$ cat config.mk
export PLATFORM = sky130hd
export DESIGN_NAME = ones_averager
export DESIGN_NICKNAME = d
export VERILOG_FILES = /design/src/rtl/ones_averager.sv
export SDC_FILE = /design/constraint.sdc
export NUM_CORES = 1
export LEC_CHECK = 0
export CAP_MARGIN = 20
export CORE_UTILIZATION = 55
export CTS_BUF_LIST = sky130_fd_sc_hd__clkbuf_4
export CTS_CLUSTER_DIAMETER = 200
export CTS_CLUSTER_SIZE = 16
export DETAILED_ROUTE_END_ITERATION = 10
export PLACE_DENSITY_LB_ADDON = 0.3
export SETUP_SLACK_MARGIN = 0.05
export SLEW_MARGIN = 20
export SYNTH_ARGS = -nofsm -noshare
export SYNTH_HDL_FRONTEND = slang
export SYNTH_SLANG_ARGS = --single-unit
export TNS_END_PERCENT = 100
$ cat constraint.sdc
create_clock -name clk -period 4.5 [get_ports clk]
set_input_delay 0.9 -clock clk [delete_from_list [all_inputs] [get_ports clk]]
set_output_delay 0.9 -clock clk [all_outputs]
set_load 0.1 [all_outputs]
$ cat src/rtl/ones_averager.sv
// Averages 2^LOG2_AVG consecutive ones-counter windows and presents each result
// on a valid/ack handshake, flagging overrun when an unread average is replaced.
module ones_averager #(
    parameter int ONES_W   = 11,
    parameter int LOG2_AVG = 3,
    parameter int ROUND    = 1
) (
    input  logic              clk,
    input  logic              rst,
    input  logic              enable,
    input  logic [ONES_W-1:0] ones,
    input  logic              ready,
    output logic [ONES_W-1:0] avg_out,
    output logic              avg_valid,
    input  logic              avg_ack,
    output logic              overrun
);

    localparam int ACC_W  = ONES_W + LOG2_AVG;
    localparam int SUM_W  = ACC_W + 1;
    localparam int RND_SH = (LOG2_AVG > 0) ? LOG2_AVG - 1 : 0;
    localparam logic [SUM_W-1:0] RND_ADD =
        (ROUND != 0 && LOG2_AVG > 0) ? (SUM_W'(1) << RND_SH) : '0;

    typedef enum logic {
        IDLE  = 1'b0,
        ACCUM = 1'b1
    } state_t;

    state_t            state_reg, state_next;
    logic [ACC_W-1:0]  acc_reg, acc_next;
    logic [ONES_W-1:0] avg_reg, avg_next;
    logic              valid_reg, valid_next;
    logic              overrun_reg, overrun_next;
    logic [SUM_W-1:0]  sum;
    logic              accum_active;
    logic              accept;
    logic              last_win;
    logic              load;

    assign accum_active = (state_reg == ACCUM) && enable;
    assign accept       = accum_active && ready;
    assign load         = accept && last_win;

    // The window counter wraps to zero on the final window by itself.
    generate
        if (LOG2_AVG > 0) begin : g_win_cnt
            logic [LOG2_AVG-1:0] win_cnt_reg, win_cnt_next;

            assign last_win = &win_cnt_reg;

            always_comb begin
                win_cnt_next = win_cnt_reg;
                if (!accum_active) begin
                    win_cnt_next = '0;
                end else if (accept) begin
                    win_cnt_next = win_cnt_reg + LOG2_AVG'(1);
                end
            end

            always_ff @(posedge clk) begin
                if (rst) begin
                    win_cnt_reg <= '0;
                end else begin
                    win_cnt_reg <= win_cnt_next;
                end
            end
        end else begin : g_no_win_cnt
            assign last_win = 1'b1;
        end
    endgenerate

    always_comb begin
        state_next = state_reg;
        case (state_reg)
            IDLE:    if (enable)  state_next = ACCUM;
            ACCUM:   if (!enable) state_next = IDLE;
            default: state_next = IDLE;
        endcase
    end

    always_comb begin
        sum          = {1'b0, acc_reg} + SUM_W'(ones) + RND_ADD;
        acc_next     = acc_reg;
        avg_next     = avg_reg;
        valid_next   = valid_reg;
        overrun_next = overrun_reg;

        if (!accum_active || load) begin
            acc_next = '0;
        end else if (accept) begin
            acc_next = acc_reg + ACC_W'(ones);
        end

        // A load coincident with an ack counts as a transfer, not an overrun.
        if (load) begin
            avg_next   = ONES_W'(sum >> LOG2_AVG);
            valid_next = 1'b1;
            if (valid_reg && !avg_ack) begin
                overrun_next = 1'b1;
            end
        end else if (valid_reg && avg_ack) begin
            valid_next = 1'b0;
        end
    end

    always_ff @(posedge clk) begin
        if (rst) begin
            state_reg   <= IDLE;
            acc_reg     <= '0;
            avg_reg     <= '0;
            valid_reg   <= 1'b0;
            overrun_reg <= 1'b0;
        end else begin
            state_reg   <= state_next;
            acc_reg     <= acc_next;
            avg_reg     <= avg_next;
            valid_reg   <= valid_next;
            overrun_reg <= overrun_next;
        end
    end

    assign avg_out   = avg_reg;
    assign avg_valid = valid_reg;
    assign overrun   = overrun_reg;

endmodule
Yosys cells after proc, flatten, opt, wreduce, memory -nomap -nowiden
Index checks and enable logic that the tools add are counted.
Widths: inputs -> output; s select.
{"block": "totals", "reg_bits": 31, "latchBits": 0, "out_inout_bits": 13, "mem_bits_rw": 0, "word_cells": 27, "in_bits": 16, "rom_bits": 0, "mem_count": 0}
{"block": "classes", "multipliers": 0, "n_div": 0, "mux": 3, "reduce_logical": 13, "n_lt_le_gt_ge": 0, "n_eq_ne": 0, "addsub": 4, "bitwise_logic": 1, "shift": 0}
{"operator": "$add 14x11->14", "n": 2}
{"operator": "$add 14x3->14 const B", "n": 1}
{"operator": "$logic_and 1x1->1", "n": 5}
{"operator": "$reduce_or 2->1", "n": 2}
{"operator": "$add 3x1->3 const B", "n": 1}
{"operator": "$mux 1", "n": 3}
{"operator": "$reduce_and 3->1", "n": 1}
{"operator": "$logic_not 1->1", "n": 2}
{"operator": "$reduce_and 2->1", "n": 1}
{"operator": "$reduce_bool 2->1", "n": 1}
{"operator": "$logic_or 1x1->1", "n": 1}
{"operator": "$not 1->1", "n": 1}

Depth between registers and ports, before layout
Gate-level depths: netlist (run 1).
{"block": "logic_depth", "depth_word": 5, "depth_mapped": 10, "mapped_depth_nobuf": 10}

Worst setup path after synthesis (run 1)
OpenSTA, ideal clock, no wires.
{"block": "synth_path", "path_kind": "input to register", "startpoint": "input ones[1]", "endpoint": "register avg_reg[8] (netlist: avg_out[8])", "path_buffers": 0, "setup_slack_ps": 1632, "arrival_ps": 2749, "stages": 9, "cell_sequence": "ha_1 -> inv_1 -> fa_1 -> a211o_1 -> a221oi_4 -> nor2_2 -> a31oi_4 -> xnor2_1 -> a22o_1"}
{"block": "synth_between", "elab_chain_cells": 2}
{"element": "start, declared", "line": "11", "source": "input logic [ONES_W-1:0] ones,"}
{"element": "$add 14x11->14", "line": "83", "source": "sum = {1'b0, acc_reg} + SUM_W'(ones) + RND_ADD;"}
{"element": "$add 14x3->14", "line": "83"}
{"element": "end signal, assigned", "line": "117", "source": "avg_reg <= avg_next;"}
{"element": "end, declared", "line": "32", "source": "logic [ONES_W-1:0] avg_reg, avg_next;"}
No other way between the ends.
A chain may end at the register's enable or synchronous reset.

Final worst setup path (run 1)
{"block": "layout_path", "startpoint": "input ones[1]", "endpoint": "register avg_reg[10] (netlist: avg_out[10])"}
Same word-level chain as after synthesis.

==> results of run 1 <==
metrics by stage:
stage | instances | util, % | instance area [sq um] | hold WS [ns] | worst slack (ns)
3_3_place_gp | 332 | 67.22 | 2535 | 0.4452 | 1.066
4_1_cts | 340 | 68.75 | 2592 | 0.4684 | 1.371
6_report | 340 | 68.75 | 2592 | 0.4689 | 1.366
5_1_grt | 340 | 68.75 | 2592 | 0.4786 | 1.240
3_5_place_dp | 332 | 67.22 | 2535 | 0.4539 | 1.028
2_1_floorplan | 265 | - | 2241 | 0.4356 | 1.632
power groups by stage:
stage               Clock, mW  Combinational [mW]  Sequential (mW)
floorplan                   0              0.0431            0.282
global placement            0              0.0635            0.282
detailed placement          0              0.0649            0.282
CTS                     0.173              0.0653            0.276
global route            0.187              0.0722            0.276
finish                  0.170              0.0648            0.276
cells by family after synthesis:
family | count (synthesis) | share of synthesized area, %
AND/OR/NAND/NOR | 81 | 16.30
AO/OA/AOI/OAI | 65 | 20.05
buffers and inverters | 33 | 6.086
flip-flops | 31 | 27.69
multiplexers | 3 | 1.340
adder cells (fa/ha/maj) | 33 | 21.11
XOR/XNOR | 19 | 7.426
final timing paths:
kind / to / slack, ns / cells after the start
setup reg to reg: avg_out[10] / 2.03 / 9
hold reg to reg: acc_reg[0] / 0.47 / 2
setup / recovery: avg_out[10] / 1.37 / 10
hold / removal: acc_reg[0] / 0.47 / 2
final cells by class:
type	count	area, sq um
flip-flops and latches	31	620.6
well taps	48	60.06
multi-input cells	201	1484
inverters	24	90.09
clock inverters	1	5.005
fillers	315	1179
repair buffers	28	280.3
clock buffers	7	52.55
layer usage:
layer	share of wire [%]	routed length (um)
met5	0	0
met4	1.4	59
met3	4.4	182
met2	42	1757
met1	52	2140
worst max-delay path, cell delays in order:
cell and delay (ns):
clkdlybuf4s50_1 0.48, ha_1 0.18, inv_1 0.06, fa_1 0.45
a211o_1 0.36, a221oi_4 0.27, nor2_2 0.09, a31oi_4 0.24
o21ai_0 0.10, and4bb_2 0.23
placed cells by master (no fill, tap or decap), types with 8 or more instances in the layout:
cell and count:
a211oi_1 11, a21oi_1 19, clkdlybuf4s50_1 28, dfxtp_1 31, fa_1 8, ha_1 25, inv_1 23, nand2_1 27
nor2_1 32, o21ai_0 12, xnor2_1 12
==> results.tsv, run 1 <==
stage	metric	value	unit
sta	slew_violations	0	
global_routing	grt_first_pass_wirelength	7134	um
floorplan	die_area	4334	sq um
global_routing	grt_max_degree	17	
floorplan	die_y	65.83	um
detailed_routing	avgRoutedWirePerCell	12.18	um
synth	ys_ff_latch	31	
global_routing	grt_busiest_layer	met2	
sta	max_slew_margin	35.68	%
clocking	cts_tree	built	
clocking	cts_sinks	31	
sta	finalCriticalPeriod	3.134	ns
worst_setup_path	rr_startpoint	acc_reg[1]	
detailed_routing	route.vias.total	1832	
global_routing	antenna_found_initial	0	
worst_setup_path	crit_path_start_kind	input port	
detailed_routing	drtIter0Drc	65	
placed_design	io_buffers	28	
status	status	finished clean	
clocking	clk_latency	0.34	ns
clocking	cts.path.max_buffers	2	
global_routing	grt_usage	21.89	%
synth	netlist.area_leader.share	27.69	%
flow_run	cap_viol_max_count	0	
synth	ys_types	46	
sta	tightest_slew	0.9617	ns
synth	syn_nets	314	
min_path	hp-start	acc_reg[0]	
synth	synthArstFlopShare	0	%
synth	synth_commonest_cells	32 x nor2_1, 31 x dfxtp_1, 27 x nand2_1	
pwr	fin_total_pwr	0.5107	mW
global_routing	overflow	0	
detailed_routing	dr.pass1.iters	4	
pwr	powerDensity	197.0	nW/um^2
placed_design	gp_congestion	0.8303	
final_layout	syn_to_final_growth	15.69	%
global_routing	use_met1	29.05	%
final_layout	layout-drive-gt1-share	6.164	%
synth	synth-warning-count	0	
pwr	ir_drop	0.1751	mV
floorplan	initial_core_util	59.42	%
clocking	ctsHoldBuffers	0	
detailed_routing	antenna_left	0	
sta	finalSetupViolCount	0	
sta	grt_setup_unrepaired	no	
pwr	pwr-share-seq	54.0	%
pwr	p_leak	1.013	nW
synth	syn_avg_cell_area	8.456	sq um
worst_setup_path	worstPathMaxFanout	5	
worst_setup_path	worstSetupPathType	in -> reg	
floorplan	fp.dieW	65.83	um
synth	ys_seq_area_share	27.69	%
worst_setup_path	crit_arrival	3.37	ns
pwr	intPower	0.3788	mW
sta	post-route-period-util	69.65	%
sta	fin_setup_tns	0	ns
clocking	h-tree-depth	2	
sta	max_freq	319.0	MHz
min_path	min_path_type	reg -> reg	
global_routing	grt_use_met3	4.655	%
clocking	cts_root_buf	clkbuf_4	
worst_setup_path	required	4.73	ns
detailed_routing	drc	0	
worst_setup_path	critPathLaunch	ones[1]	
clocking	postCtsSetupBuffers	0	
worst_setup_path	critPathCaptureType	flop	
floorplan	io_pins	29	
pwr	p_sw	0.1319	mW
clocking	ctsResizeCount	0	
clocking	clk_pin_slew_worst_paths	0.10	ns
synth	yosys.area.top_type	dfxtp_1	
pwr	p_comb_share	12.7	%
placed_design	hpwl	3285	um
synth	ys_top_cells_by_area	dfxtp_1 28%, ha_1 14%, fa_1 7.1%	
detailed_routing	drt_wl_total	4140	um
detailed_routing	viasPerCell	5.388	
floorplan	core_area	3771	sq um
synth	syn-instance-count	265	
clocking	numCtsBuffers	5	
synth	synth_area	2241	sq um
sta	finClkSkew	0.009247	ns
global_routing	met2_usage	34.18	%
pwr	p_sw_share	25.83	%
pwr	clockPowerShare	33.3	%
final_layout	diodes	0	
sta	hold_viol	0	
global_routing	grt_pass1_vias	1647	
floorplan	num_rows	22	
final_layout	largest_reg_flops	14	
synth	yosysMostFrequentCell	nor2_1	
synth	synth_ff_type	dfxtp_1	
synth	synth_edf_count	0	
final_layout	finalNetCount	340	
Note: power is estimated with default switching activity, not from simulation.
==> run 2: changes to the inputs <==
Clock period 4.5 ns to 3.2 ns, I/O delays scaled along.
==> run 2 against run 1 <==
Via count increased by 2.9%. Global-route usage increased by 1.3 points. Clock power increased by 26%. Register-to-register slack got worse by 1.3 ns. Critical path depth unchanged. Power increased by 37%. Largest cell class unchanged.
==> results.tsv, run 2 (synthesis results as in run 1) <==
stage	metric	value	unit	change
sta	finalCriticalPeriod	2.869	ns	
sta	tightest_slew	0.4702	ns	was 0.9617 ns
global_routing	grt_max_degree	16		was 17
sta	post-route-period-util	89.67	%	
detailed_routing	route.vias.total	1885		was 1,832
worst_setup_path	worstPathMaxFanout	5		unchanged
sta	max_slew_margin	68.65	%	was 35.68%
worst_setup_path	worstSetupPathType	in -> reg		unchanged
clocking	postCtsSetupBuffers	0		unchanged
global_routing	antenna_found_initial	0		unchanged
placed_design	io_buffers	28		unchanged
global_routing	grt_pass1_vias	1705		was 1,647
min_path	min_path_type	reg -> reg		unchanged
final_layout	post-route-util	69.58	%	was 68.75%
clocking	clk_pin_slew_worst_paths	0.10	ns	about the same
pwr	fin_total_pwr	0.6977	mW	was 0.5107 mW
pwr	p_leak	1.082	nW	was 1.013 nW
floorplan	io_pins	29		unchanged
clocking	numCtsBuffers	5		unchanged
worst_setup_path	required	3.48	ns	was 4.73 ns
sta	max_freq	348.5	MHz	
placed_design	gp_congestion	0.8745		was 0.8303
worst_setup_path	path_delay_family	compound AO/OA/AOI/OAI gates		unchanged
global_routing	grt_first_pass_wirelength	7548	um	was 7134 um
placed_design	place_inst	342		was 332
sta	hold_ws	0.4666	ns	was 0.4689 ns
floorplan	fp.dieW	65.83	um	unchanged
detailed_routing	viasPerCell	5.401		was 5.388
sta	finalSetupViolCount	0		unchanged
clocking	clk_latency	0.33	ns	was 0.34 ns
clocking	h-tree-depth	2		unchanged
floorplan	core_area	3771	sq um	unchanged
worst_setup_path	crit_arrival	3.15	ns	was 3.37 ns
clocking	ctsResizeCount	0		unchanged
final_layout	diodes	0		unchanged
clocking	ctsHoldBuffers	0		unchanged
worst_setup_path	crit_slowest_cell	clkdlybuf4s50_1		unchanged
final_layout	finalNetCount	350		was 340
worst_setup_path	cp_slowest_stage_delay	0.48	ns	about the same
pwr	ir_drop	0.2201	mV	was 0.1751 mV
flow_run	cap_viol_max_count	0		unchanged
status	status	finished clean		unchanged
sta	slew_violations	0		unchanged
global_routing	overflow	0		unchanged
worst_setup_path	worst-path-buf-inv	2		unchanged
sta	grt_setup_unrepaired	no		unchanged
detailed_routing	antenna_left	0		unchanged
worst_setup_path	critPathCaptureType	flop		unchanged
final_layout	fillers	319		was 315
final_layout	layout-drive-gt1-share	12.96	%	was 6.164%
global_routing	grt_usage	23.21	%	was 21.89%
final_layout	final_common_cell	nor2_1		unchanged
detailed_routing	drt_wl_total	4346	um	was 4140 um
clocking	cts.path.max_buffers	2		unchanged
placed_design	hpwl	3505	um	was 3285 um
sta	fin_setup_tns	0	ns	unchanged
floorplan	initial_core_util	59.42	%	unchanged
clocking	cts_root_buf	clkbuf_4		unchanged
final_layout	largest_reg_flops	14		unchanged
floorplan	num_rows	22		unchanged
detailed_routing	drc	0		unchanged
detailed_routing	dr.pass1.iters	4		unchanged
worst_setup_path	crit_path_start_kind	input port		unchanged
worst_setup_path	crit_chain	clkdlybuf4s50_1 -> ha_1 -> inv_1 -> fa_1 -> a211o_1 -> a221oi_4 -> nor2_2 -> a31oi_4 -> nor3_1 -> and4bb_2		was clkdlybuf4s50_1 -> ha_1 -> inv_1 -> fa_1 -> a211o_1 -> a221oi_4 -> nor2_2 -> a31oi_4 -> o21ai_0 -> and4bb_2
sta	finClkSkew	0.01114	ns	was 0.009247 ns
final_layout	syn_to_final_growth	17.09	%	was 15.69%
sta	hold_viol	0		unchanged
detailed_routing	drtIter0Drc	70		was 65
floorplan	die_area	4334	sq um	unchanged
final_layout	final_cell_mix	32 x nor2_1, 31 x dfxtp_1, 27 x nand2_1		was 32 x nor2_1, 31 x dfxtp_1, 28 x clkdlybuf4s50_1
clocking	cts_tree	built		unchanged
pwr	powerDensity	265.9	nW/um^2	was 197.0 nW/um^2
detailed_routing	avgRoutedWirePerCell	12.45	um	was 12.18 um
clocking	cts_sinks	31		unchanged
final_layout	final_cells	349		was 340
floorplan	die_y	65.83	um	unchanged
==> run 2: cell types whose count changed in the layout (fill, tap and decap cells not counted), sizes merged <==
cell / previous run / this run
buf: 0 / 23
clkbuf: 7 / 5
clkdlybuf4s50: 28 / 15
clkinv: 1 / 2
==> run 2: metrics by stage <==
stage	setup WS, ns	cell area, sq um
after floorplan	0.5922	2241
after detailed placement	-0.01635	2577
after CTS	0.3527	2624
final	0.3306	2624
after global routing	0.2245	2624
after global placement	0.03387	2577
==> run 2: layer usage <==
metal / wire, um / track usage [%] / vias up
met5: 0 / 0 / -
met4: 59 / 8.152 / 0
met3: 231 / 5.172 / 5
met2: 1899 / 35.46 / 45
met1: 2155 / 31.84 / 855
li1: - / - / 980
==> run 2: power breakdown <==
part / total (mW) / switching [mW] / internal, mW
Combinational: 0.0961 / 0.0489 / 0.0472
Clock: 0.214 / 0.136 / 0.0777
Sequential: 0.388 / 0.000895 / 0.387
Total: 0.698 / 0.186 / 0.512
==> run 2: layout make-up <==
cell class	count	area (sq um)	area share (%)
Clock inverter	2	8.758	0.3338
Tap cell	48	60.06	2.289
Inverter	24	90.09	3.433
Timing Repair Buffer	38	322.8	12.30
Clock buffer	5	37.54	1.431
Multi-Input combinational cell	201	1484	56.56
Sequential cell	31	620.6	23.65
==> run 2: worst paths after layout <==
| path | start | to | slack (ns) | depth (start not counted) |
|---|---|---|---|---|
| hold / removal | acc_reg[0] | acc_reg[0] | 0.47 | 2 |
| setup reg to reg | acc_reg[1] | avg_out[10] | 0.75 | 9 |
| hold reg to reg | acc_reg[0] | acc_reg[0] | 0.47 | 2 |
| setup / recovery | ones[1] | avg_out[10] | 0.33 | 10 |
==> run 2: worst register-to-register path: stages, from the launching register on <==
cell      delay, ns
dfxtp_1        0.37
ha_1           0.19
inv_1          0.06
fa_1           0.45
a211o_1        0.37
a221oi_4       0.26
nor2_2         0.08
a31oi_4        0.24
nor3_1         0.09
and4bb_2       0.28
